## src/rtl/opacc_ctrl.sv

```systemverilog
// rtl/opacc_ctrl.sv - command sequencer feeding an outer-product accumulator (opacc)
// Optional: OPACC_CTRL_STORE_RECIRC_EN makes STORE recirculate co into ci (non-destructive read).
module opacc_ctrl #(
    parameter int nregs = 2,
    parameter int XLEN  = 8,
    parameter int vl    = 4,
    parameter int ml    = 4,
    localparam int AW   = (nregs > 1) ? $clog2(nregs) : 1
) (
    input  logic                     clk,
    input  logic                     reset_n,

    input  logic                     cmd_valid,
    output logic                     cmd_ready,
    input  logic [1:0]               cmd_op,
    input  logic [AW-1:0]            cmd_addr,
    input  logic [7:0]               cmd_len,

    input  logic                     in_valid,
    output logic                     in_ready,
    input  logic [vl-1:0][XLEN-1:0]  in_a,
    input  logic [vl-1:0][XLEN-1:0]  in_b,

    output logic                     out_valid,
    input  logic                     out_ready,
    output logic [vl-1:0][XLEN-1:0]  out_data,

    output logic                     ab_valid,
    output logic                     c_valid,
    output logic [AW-1:0]            ci_addr,
    output logic [AW-1:0]            ab_addr,
    output logic [vl-1:0][XLEN-1:0]  ai,
    output logic [vl-1:0][XLEN-1:0]  bi,
    output logic [vl-1:0][XLEN-1:0]  ci,
    input  logic [vl-1:0][XLEN-1:0]  co,

    output logic                     busy
);

    localparam logic [1:0] OP_LOAD  = 2'd0;
    localparam logic [1:0] OP_MAC   = 2'd1;
    localparam logic [1:0] OP_STORE = 2'd2;
    localparam logic [1:0] OP_ZERO  = 2'd3;
    localparam logic [7:0] ML_N     = 8'(ml);

    typedef enum logic [2:0] {IDLE, LOAD, MAC, STORE, ZERO} state_t;

    state_t        state_q, state_d;
    logic [7:0]    cnt_q, cnt_d;
    logic [1:0]    op_q;
    logic [AW-1:0] addr_q;
    logic [7:0]    len_q;
    logic          live_q;
    logic          beat;
    logic [7:0]    last_n;

    // live_q keeps cmd_ready low until the first clock edge after reset release
    always_ff @(posedge clk or negedge reset_n) begin
        if (!reset_n) begin
            state_q <= IDLE;
            cnt_q   <= '0;
            op_q    <= '0;
            addr_q  <= '0;
            len_q   <= '0;
            live_q  <= 1'b0;
        end else begin
            state_q <= state_d;
            cnt_q   <= cnt_d;
            live_q  <= 1'b1;
            if (cmd_valid && cmd_ready) begin
                op_q   <= cmd_op;
                addr_q <= cmd_addr;
                len_q  <= cmd_len;
            end
        end
    end

    always_comb begin
        state_d   = state_q;
        cnt_d     = cnt_q;
        cmd_ready = 1'b0;
        in_ready  = 1'b0;
        out_valid = 1'b0;
        out_data  = '0;
        ab_valid  = 1'b0;
        c_valid   = 1'b0;
        ai        = '0;
        bi        = '0;
        ci        = '0;
        beat      = 1'b0;
        last_n    = (op_q == OP_MAC) ? len_q : ML_N;

        case (state_q)
            IDLE: begin
                cmd_ready = live_q;
                if (cmd_valid && live_q) begin
                    case (cmd_op)
                        OP_LOAD:  state_d = LOAD;
                        OP_MAC:   state_d = MAC;
                        OP_STORE: state_d = STORE;
                        OP_ZERO:  state_d = ZERO;
                        default:  state_d = IDLE;
                    endcase
                end
            end
            LOAD: begin
                in_ready = 1'b1;
                c_valid  = in_valid;
                beat     = in_valid;
                if (in_valid) ci = in_a;
            end
            MAC: begin
                // zero-length MAC spends one cycle here and consumes nothing
                if (len_q == 8'd0) begin
                    state_d = IDLE;
                end else begin
                    in_ready = 1'b1;
                    ab_valid = in_valid;
                    beat     = in_valid;
                    if (in_valid) begin
                        ai = in_a;
                        bi = in_b;
                    end
                end
            end
            STORE: begin
                out_valid = 1'b1;
                out_data  = co;
                c_valid   = out_ready;
                beat      = out_ready;
`ifdef OPACC_CTRL_STORE_RECIRC_EN
                if (out_ready) ci = co;
`else
                ci = '0;
`endif
            end
            ZERO: begin
                c_valid = 1'b1;
                beat    = 1'b1;
            end
            default: state_d = IDLE;
        endcase

        if (beat) begin
            if (cnt_q == last_n - 8'd1) begin
                cnt_d   = '0;
                state_d = IDLE;
            end else begin
                cnt_d = cnt_q + 8'd1;
            end
        end
    end

    assign ci_addr = addr_q;
    assign ab_addr = addr_q;
    assign busy    = (state_q != IDLE);

endmodule

```

## config.mk

```make
export PLATFORM = sky130hd
export DESIGN_NAME = opacc_ctrl
export DESIGN_NICKNAME = d
export VERILOG_FILES = /design/src/rtl/opacc_ctrl.sv
export SDC_FILE = /design/constraint.sdc
export NUM_CORES = 1
export LEC_CHECK = 0
export BUFFER_PORTS_ARGS = -buffer_cell sky130_fd_sc_hd__buf_4
export CORE_AREA = 3 3 95 97
export CTS_BUF_LIST = sky130_fd_sc_hd__clkbuf_4 sky130_fd_sc_hd__clkbuf_8
export DETAILED_ROUTE_END_ITERATION = 8
export DIE_AREA = 0 0 98 100
export PLACE_DENSITY = 0.76
export SYNTH_ARGS = -nofsm -noshare
export SYNTH_HDL_FRONTEND = slang
export SYNTH_SLANG_ARGS = --single-unit
export TNS_END_PERCENT = 100
```

## constraint.sdc

```tcl
create_clock -name clk -period 2.7 [get_ports clk]
set_input_delay 0.135 -clock clk [delete_from_list [all_inputs] [get_ports clk]]
set_output_delay 0.135 -clock clk [all_outputs]
set_load 0.01 [all_outputs]
```

==> qor.csv <==
stage;metric;value;unit
status;status;completed;
routing;ANT nets after route;0;
layout;area delta synth->final;88.4;%
routing;via count;2858;
logic_synthesis;synth top area cells;and2_1 (35%), dfrtp_1 (25%), mux2_2 (5.4%);
timing;Final Max Slew Viols;0;
logic_synthesis;Post-synth top flop;dfrtp_1;
global_route;vias in the first global route;2846;
layout;nets@finish;641;
cts;Setup Buffers After CTS;0;
routing;WL per Instance;17.6;um
timing;Hold Violations, Final;0;
floorplan;total core area;8220;um^2
layout;fillers;764;
layout;layout cells sized above 1;0.541;
placed_design;Placer Congestion;0.891;
global_route;total grt overflow;0;
timing;Relative slew margins;0.584;
logic_synthesis;Netlist cell types;44;
floorplan;Die X-Extent;98;um
routing;DR iter-0 viols;71;
critical_path;slowest CP cell;nor3_4;
logic_synthesis;EDFF count, synth;0;
global_route;total track usage;0.211;
logic_synthesis;most common cell in the netlist;and2_1;
power_and_ir_drop;P_leak;2.32;nW
logic_synthesis;syn nets;401;
logic_synthesis;Post-Synthesis Cell Area;2300;um^2
logic_synthesis;Mapped Cells;284;
placed_design;Post-DP HPWL;9420;um
cts;clock latency on the worst-skew pair;0.26;ns
timing;Final Setup Violations;0;
timing;setup_tns;0;ns
timing;RSZ-0062 raised after global routing;false;
global_route;initial antenna violation count;2;
routing;vias per cell;4.54;
routing;final WL;11100;um
cts;CTS tree;yes;
floorplan;Initial Utilization;0.280;
cts;CTS HTree Levels;1;
layout;multi-input logic area;1660;um^2
critical_path;critical-path maximum fanout;7;
floorplan;Die Area;9800;um^2
logic_synthesis;top cells by count, synth;and2_1 (128), dfrtp_1 (23), clkbuf_1 (15);
critical_path;Worst path max stage delay;0.44;ns
critical_path;CP required;2.82;ns
timing;final hold slack;0.0958;ns
timing;Worst Skew;0.00280;ns
floorplan;Die Y;100;um
cts;CTS max path bufs;2;
global_route;first-pass GRT wire length;16300;um
routing;Post-route DRC;0;
logic_synthesis;Avg Cell Area, Syn;8.11;um^2
logic_synthesis;Ys Warns;0;
flow_run;number of max-cap violations;0;
critical_path;Arrival @ worst endpoint;2.63;ns
placed_design;IO Port Bufs;247;
cts;clock-pin slew on the worst setup and hold paths;0.08;ns
floorplan;IO Pins;248;
logic_synthesis;#FFs+latches synth;23;
worst_hold_path;Hold Path Class;input pin to flip-flop;
timing;fin crit share;0.927;
layout;Cell Count, Final, Fillers Out;630;
logic_synthesis;post-synth top area cell;and2_1;
critical_path;Critical Path End Type;flip-flop;
logic_synthesis;asr flop ratio synth;1.00;
power_and_ir_drop;Pwr per Cell Area;627;nW/um^2
floorplan;row cnt;33;
global_route;largest net degree at the start of global routing;66;
cts;root buf cell;clkbuf_8;
timing;Fmax;400;MHz
cts;number of clock sinks;23;
critical_path;CP Launch Type;flip-flop;
placed_design;DP Cell Count;623;
cts;Num CTS Buffers;3;
timing;min cycle time layout;2.50;ns
critical_path;CP cell instances;nand3b_1 -> ha_1 -> xnor2_1 -> o21a_1 -> nor4_1 -> nand4_1 -> nor3_4 -> a22oi_1;
power_and_ir_drop;Max VDD drop;0.255;mV
timing;Worst Tran Pin Value;0.622;ns
layout;FF/Latch Area;576;um^2
routing;first-pass iteration count of the detailed router;4;
critical_path;WS Path Type;flip-flop to flip-flop;
logic_synthesis;sequential element share of the synthesized area;0.250;
logic_synthesis;Yosys top cell area share;0.348;
logic make-up (layout without fill, tap and decap cells):
family          count (synthesis)  after routing  share of synthesized area
simple gates                  178            178                      0.478
compound gates                 31             31                     0.0973
buf+inv                        24            263                     0.0408
flops                          23             23                      0.250
mux                            13             13                     0.0625
xor+xnor                        9              9                     0.0424
fa+ha+maj                       5              5                     0.0272
other cells                     1              3                    0.00163
routing by layer:
layer / part of all wire / GRT usage
met1: 0.42 / 0.276
met2: 0.47 / 0.354
met3: 0.085 / 0.0528
met4: 0.017 / 0.0437
met5: 0 / 0
cell type report:
type,instances,share of cell area
inverter,7,0.00606
antenna,2,0.00115
clock buffer,3,0.00952
tap,105,0.0303
timing repair buffer,252,0.437
multi-input combinational,237,0.382
clock inverter,1,0.00115
sequential,23,0.133
critical path, delay by kind of cell (launching register included):
family                     cells  cell delay, ns
AOI/OAI and AO/OA              2            0.27
xor gates and xnor gates       1            0.15
adders and majority gates      1            0.27
DFF                            1            0.42
and+or+nand+nor                4            1.25
report_power, final:
part | switching (W) | internal, W
clock network | 0.000115 | 0.000103
logic | 0.000883 | 0.000964
registers | 0.000186 | 0.000471
stage by stage:
step | util | worst slack, ns | cell area (um^2) | power (W)
global route | 0.528 | 0.0131 | 4340 | 0.00292
CTS | 0.525 | 0.150 | 4310 | 0.00271
floorplan | - | 0.484 | 2300 | 0.00167
detailed placement | 0.518 | 0.184 | 4260 | 0.00248
finish | 0.528 | 0.198 | 4340 | 0.00272
global placement | 0.518 | 0.367 | 4260 | 0.00244
registers in the layout (all words and copies together), names as in the netlist:
signal and cells:
ab_addr 1, op_q 2, len_q 8, state_q 3, cnt_q 8, live_q 1
path summary, 6_finish.rpt:
kind	startpoint	end	slack [ns]	cells past startpoint
hold / removal	cmd_len[3]	len_q[3]	0.1	2
setup / recovery	op_q[1]	state_q[1]	0.20	8
setup reg to reg	op_q[1]	state_q[1]	0.20	8
min in group asynchronous	reset_n	cnt_q[0]	0.30	2
max in group asynchronous	reset_n	len_q[4]	2.16	2
hold reg to reg	ab_addr	ab_addr	0.56	1
what timing repair did:
action / CTS / global route
gates resized for setup: 0 / 3
hold endpoints to repair: 23 / 0
hold buffers: 1 / 0
setup endpoints to repair: 0 / 4
cells in the final DEF (no fill, tap or decap), types with 2 or more instances in the layout:
cell type  instances
nand3_1            3
buf_4            251
o21ai_0           10
nand2b_1           2
and2_1           128
or3_1              5
o22ai_1            4
mux2i_1            2
xnor2_1            7
a21oi_1            4
nor3_1             4
o21a_1             2
nor2_1             8
or2_2              2
ha_1               5
nand3b_1           4
inv_1              7
clkbuf_8           3
dfrtp_1           23
diode_2            2
mux2_2            11
nor3b_2            2
a22oi_1            2
nand2_1            9
Note: power is estimated with default switching activity, not from simulation.
